<file path="src/rtl/instr_fifo_pkg.sv">
// Shared types and field constants for the ALU command queue.
// Command word layout is {A[5:0], B[5:0], instruct[2:0]}.
package instr_fifo_pkg;

    typedef enum logic [1:0] {
        S_LOAD   = 2'd0,
        S_SWITCH = 2'd1,
        S_EXEC   = 2'd2
    } fifo_state_t;

    localparam int DW     = 15;
    localparam int A_MSB  = 14;
    localparam int A_LSB  = 9;
    localparam int B_MSB  = 8;
    localparam int B_LSB  = 3;
    localparam int OP_MSB = 2;
    localparam int OP_LSB = 0;

    localparam logic [2:0] OP_ADD = 3'b000;
    localparam logic [2:0] OP_SUB = 3'b001;
    localparam logic [2:0] OP_EQ  = 3'b100;
    localparam logic [2:0] OP_GT  = 3'b101;
    localparam logic [2:0] OP_LT  = 3'b110;

    function automatic logic [DW-1:0] pack_cmd(
        input logic [A_MSB-A_LSB:0]   a,
        input logic [B_MSB-B_LSB:0]   b,
        input logic [OP_MSB-OP_LSB:0] op
    );
        return {a, b, op};
    endfunction

endpackage

</file>
<file path="src/rtl/fifo_regfile.sv">
// Command storage: synchronous write, combinational read.
// Contents are deliberately left unreset.
module fifo_regfile #(
    parameter int DEPTH = 8,
    parameter int AW    = 3,
    parameter int DW    = 15
) (
    input  logic          clock,
    input  logic          we,
    input  logic [AW-1:0] waddr,
    input  logic [DW-1:0] wdata,
    input  logic [AW-1:0] raddr,
    output logic [DW-1:0] rdata
);
    import instr_fifo_pkg::*;

    logic [DW-1:0] mem [DEPTH];

    always_ff @(posedge clock) begin
        if (we) begin
            mem[waddr] <= wdata;
        end
    end

    assign rdata = mem[raddr];

endmodule

</file>
<file path="src/rtl/instr_fifo_ctrl.sv">
// Command queue: load commands in LOAD mode, replay them in EXEC mode.
// data_out is registered and holds between pops.
module instr_fifo_ctrl #(
    parameter int DEPTH = 8,
    parameter int AW    = $clog2(DEPTH),
    parameter int DW    = 15
) (
    input  logic          clock,
    input  logic          rstsync,
    input  logic          mode,
    input  logic          step,
    input  logic [DW-1:0] data_in,
    output logic [DW-1:0] data_out,
    output logic          data_valid,
    output logic          full,
    output logic          empty,
    output logic [AW:0]   count,
    output logic [AW-1:0] wr_addr,
    output logic [AW-1:0] rd_addr,
    output logic          ovf_err,
    output logic          udf_err
);
    import instr_fifo_pkg::*;

    localparam int CW = AW + 1;

    fifo_state_t   state;
    logic          push_req;
    logic          pop_req;
    logic          do_push;
    logic          do_pop;
    logic [DW-1:0] rd_word;

    assign full  = (count == CW'(DEPTH));
    assign empty = (count == '0);

    // A step only counts once the state agrees with the mode level
    assign push_req = step && (state == S_LOAD) && !mode;
    assign pop_req  = step && (state == S_EXEC) && mode;
    assign do_push  = push_req && !full;
    assign do_pop   = pop_req && !empty;

    fifo_regfile #(
        .DEPTH (DEPTH),
        .AW    (AW),
        .DW    (DW)
    ) u_regfile (
        .clock (clock),
        .we    (do_push),
        .waddr (wr_addr),
        .wdata (data_in),
        .raddr (rd_addr),
        .rdata (rd_word)
    );

    always_ff @(posedge clock or negedge rstsync) begin
        if (!rstsync) begin
            state      <= S_LOAD;
            wr_addr    <= '0;
            rd_addr    <= '0;
            count      <= '0;
            data_out   <= '0;
            data_valid <= 1'b0;
            ovf_err    <= 1'b0;
            udf_err    <= 1'b0;
        end else begin
            unique case (state)
                S_LOAD: begin
                    if (mode) begin
                        state <= S_SWITCH;
                    end
                end
                S_EXEC: begin
                    if (!mode) begin
                        state <= S_SWITCH;
                    end
                end
                S_SWITCH: begin
                    state      <= mode ? S_EXEC : S_LOAD;
                    data_valid <= 1'b0;
                end
                default: begin
                    state <= S_LOAD;
                end
            endcase

            if (do_push) begin
                wr_addr <= wr_addr + AW'(1);
                count   <= count + CW'(1);
            end
            if (push_req && full) begin
                ovf_err <= 1'b1;
            end

            if (do_pop) begin
                data_out   <= rd_word;
                data_valid <= 1'b1;
                rd_addr    <= rd_addr + AW'(1);
                count      <= count - CW'(1);
            end
            if (pop_req && empty) begin
                udf_err <= 1'b1;
            end
        end
    end

endmodule

</file>
<file path="config.mk">
export PLATFORM = sky130hd
export DESIGN_NAME = instr_fifo_ctrl
export DESIGN_NICKNAME = d
export VERILOG_FILES = /design/src/rtl/instr_fifo_pkg.sv /design/src/rtl/fifo_regfile.sv /design/src/rtl/instr_fifo_ctrl.sv
export SDC_FILE = /design/constraint.sdc
export NUM_CORES = 1
export LEC_CHECK = 0
export CAP_MARGIN = 20
export CORE_MARGIN = 2
export CORE_UTILIZATION = 62
export CTS_CLUSTER_DIAMETER = 40
export DETAILED_ROUTE_END_ITERATION = 16
export GPL_TIMING_DRIVEN = 0
export PLACE_DENSITY = 0.87
export SLEW_MARGIN = 20
export SYNTH_ARGS = -nofsm -noshare
export SYNTH_HDL_FRONTEND = slang
export SYNTH_HIERARCHICAL = 1
export SYNTH_SLANG_ARGS = --single-unit
</file>
<file path="constraint.sdc">
create_clock -name clock -period 6.2 [get_ports clock]
set_input_delay 1.86 -clock clock [delete_from_list [all_inputs] [get_ports clock]]
set_output_delay 1.86 -clock clock [all_outputs]
set_load 0.02 [all_outputs]
</file>
==> results.json <==
{
  "antenna_found_initial": 0,
  "syn_area_per_cell_um2": 21.8,
  "fin_nets": 377,
  "synth_top_flop_cell": "edfxtp_1",
  "ant_nets": 0,
  "start_kind": "primary input",
  "die_h_um": 103,
  "first_iter_violations": 303,
  "tritoncts": "done",
  "n_fill_cell": 466,
  "p_per_area_mw_per_mm2": 451,
  "status": "finished, final reports clean",
  "vias": 3043,
  "seq_power_share": 0.404,
  "placed_cell_area_mm2": 0.00681,
  "fin_crit_ps": 4320,
  "maxCapViolCount": 0,
  "multiInputGateArea_mm2": 0.00158,
  "synthesis.area_mm2": 0.00602,
  "placeableCoreArea_mm2": 0.00933,
  "io_pins": 49,
  "crit_arrival_ps": 4530,
  "final.setup.worst_slack_ps": 1880,
  "finalCritPeriodShare": 0.696,
  "rows": 35,
  "rsz0062_at_grt": "false",
  "ys_warn_count": 6,
  "drv_slew": 0,
  "holdPathStages": 1,
  "critPathCaptureType": "register",
  "syn_to_final_growth_pct": 22.0,
  "post_cts_buffers": 0,
  "layout_common_cells": "edfxtp_1, clkdlybuf4s50_1, dfrtp_1, mux4_1, mux2_2",
  "finalWirelength_um": 12600,
  "crit_family": "simple AND/OR/NAND/NOR gates",
  "cts_resized": 0,
  "worstPathRequired_ps": 6420,
  "grt_pass1_vias": 3078,
  "dr.pass1.iters": 4,
  "synth_edf_count": 120,
  "path_depth": 7,
  "switching_share": 0.299,
  "grt-ovfl-total": 0,
  "synthArstFlopShare": 0.200,
  "final_area_mm2": 0.00735,
  "dieArea_mm2": 0.0105,
  "cp_num_buf_inv": 3,
  "cts_buffers": 17,
  "crit_type": "in2reg",
  "fmax_mhz": 232,
  "yosysUniqueCellTypes": 34,
  "power_frac_clock": 0.284,
  "crit_chain": "clkdlybuf4s50_1 > nor4b_1 > nor2b_1 > buf_2 > nand2b_1 > nor3_2 > buf_4",
  "tightest_slew_ps": 932,
  "comb_power_share": 0.312,
  "final_common_cell": "edfxtp_1",
  "slowest_stage": "nor3_2",
  "grt_max_degree": 29,
  "synth-seq-cells": 150,
  "cts-root-buf": "clkbuf_8",
  "ctsHoldBuffers": 0,
  "syn_nets": 300,
  "netlist_instances": 276,
  "ys_seq_area_frac": 0.723,
  "preCtsSetupSlack_ps": 1410,
  "path_clk_slew_ps": 60,
  "numPortBuffers": 48,
  "drc": 0,
  "clkLatencyLatePin_ps": 530,
  "grt_usage": 0.263,
  "wl_per_cell_um": 25.5,
  "ir_drop_v": 0.000311,
  "ff_latch_area_mm2": 0.00435,
  "place_hpwl_um": 7310,
  "cp_max_fo": 8,
  "hold_viol_final": 0,
  "grt_pass1_wl_um": 18600,
  "cpPeakStageDelay_ps": 750,
  "p_leak_nw": 2.58,
  "drive_gt1_frac": 0.260,
  "cts_max_level": 4,
  "internal_power_mw": 2.32,
  "final-setup-viol-count": 0,
  "max-slew-margin-rel": 0.375,
  "clock_sinks": 150,
  "p_sw_uw": 992,
  "gp_congestion": 0.729,
  "die_w_um": 103,
  "diodes": 0,
  "vias_per_cell": 6.15,
  "tns_ps": 0,
  "start_util": 0.646,
  "clockBufferDepth": 2,
  "worst_r2r_path_depth": 6,
  "clock_skew_ps": 19.3,
  "worst_hold_path_type": "reg2reg"
}
flip-flops by register name (all words and copies together), names as in the netlist:
| register | count |
|---|---|
| count | 4 |
| data_out | 15 |
| data_valid | 1 |
| ovf_err | 1 |
| rd_addr | 3 |
| state | 2 |
| u_regfile/mem | 120 |
| udf_err | 1 |
| wr_addr | 3 |
power by group through the flow:
| stage | Sequential [mW] | Clock, mW | Combinational, mW |
|---|---|---|---|
| 2_1_floorplan | 1.44 | 0 | 0.543 |
| 3_3_place_gp | 1.34 | 0 | 0.969 |
| 3_5_place_dp | 1.36 | 0 | 1.02 |
| 4_1_cts | 1.34 | 0.954 | 1.04 |
| 5_1_grt | 1.36 | 0.989 | 1.09 |
| 6_report | 1.34 | 0.941 | 1.03 |
cell families after synthesis:
| group | after synthesis | share of synthesized area |
|---|---|---|
| adder cells (fa/ha/maj) | 5 | 0.0116 |
| XOR/XNOR | 8 | 0.0116 |
| AO/OA/AOI/OAI | 5 | 0.00581 |
| AND/OR/NAND/NOR | 27 | 0.0260 |
| buffers and inverters | 16 | 0.0193 |
| multiplexers | 65 | 0.203 |
| flip-flops | 150 | 0.723 |
cell type report:
type / count / area share
clock buffer: 20 / 0.0592
sequential: 150 / 0.592
buffer: 12 / 0.0138
clock inverter: 12 / 0.0148
multi-input combinational: 110 / 0.215
timing repair buffer: 58 / 0.0812
tap: 129 / 0.0220
inverter: 4 / 0.00204
cell usage after synthesis, types with 2 or more instances:
cell      count  area (um2)
a21o_1        2        15.0
buf_6         5        56.3
clkbuf_1      3        11.3
dfrtp_1      30         751
edfxtp_1    120        3600
ha_1          4        50.1
inv_1         3        11.3
mux2_2       25         282
mux2_4        8         120
mux4_1       30         788
nand2_1       6        22.5
nand2b_1      5        31.3
nor2_1        7        26.3
nor3_1        2        10.0
xnor2_1       7        61.3
routing by layer:
metal | track usage | share of wire
met5 | 0 | 0
met4 | 0.0892 | 0.011
met3 | 0.0603 | 0.072
met2 | 0.449 | 0.53
met1 | 0.338 | 0.39
worst register-to-register path, cell delays in order, from the launching register on:
cell      delay (ps)
dfrtp_1          430
nor4b_1          470
nor2b_1          190
buf_2            250
nand2b_1         210
nor3_2           750
buf_4            340
worst paths after layout:
kind / from / endpoint / slack [ps]
max reg2reg: state[1] / u_regfile/mem[0][7] / 3250
max: mode / u_regfile/mem[0][7] / 1880
min in group asynchronous: rstsync / data_out[6] / 1140
min: ovf_err / ovf_err / 470
min reg2reg: ovf_err / ovf_err / 470
max in group asynchronous: rstsync / data_out[8] / 4690
metrics by stage:
step	instances	utilization	total power [mW]	hold slack (ps)
6_report	495	0.788	3.31	465
5_1_grt	495	0.788	3.43	490
4_1_cts	495	0.788	3.33	473
3_5_place_dp	463	0.730	2.37	460
3_3_place_gp	453	0.715	2.31	438
2_1_floorplan	276	-	1.98	448
(Power assumes the default switching activity.)
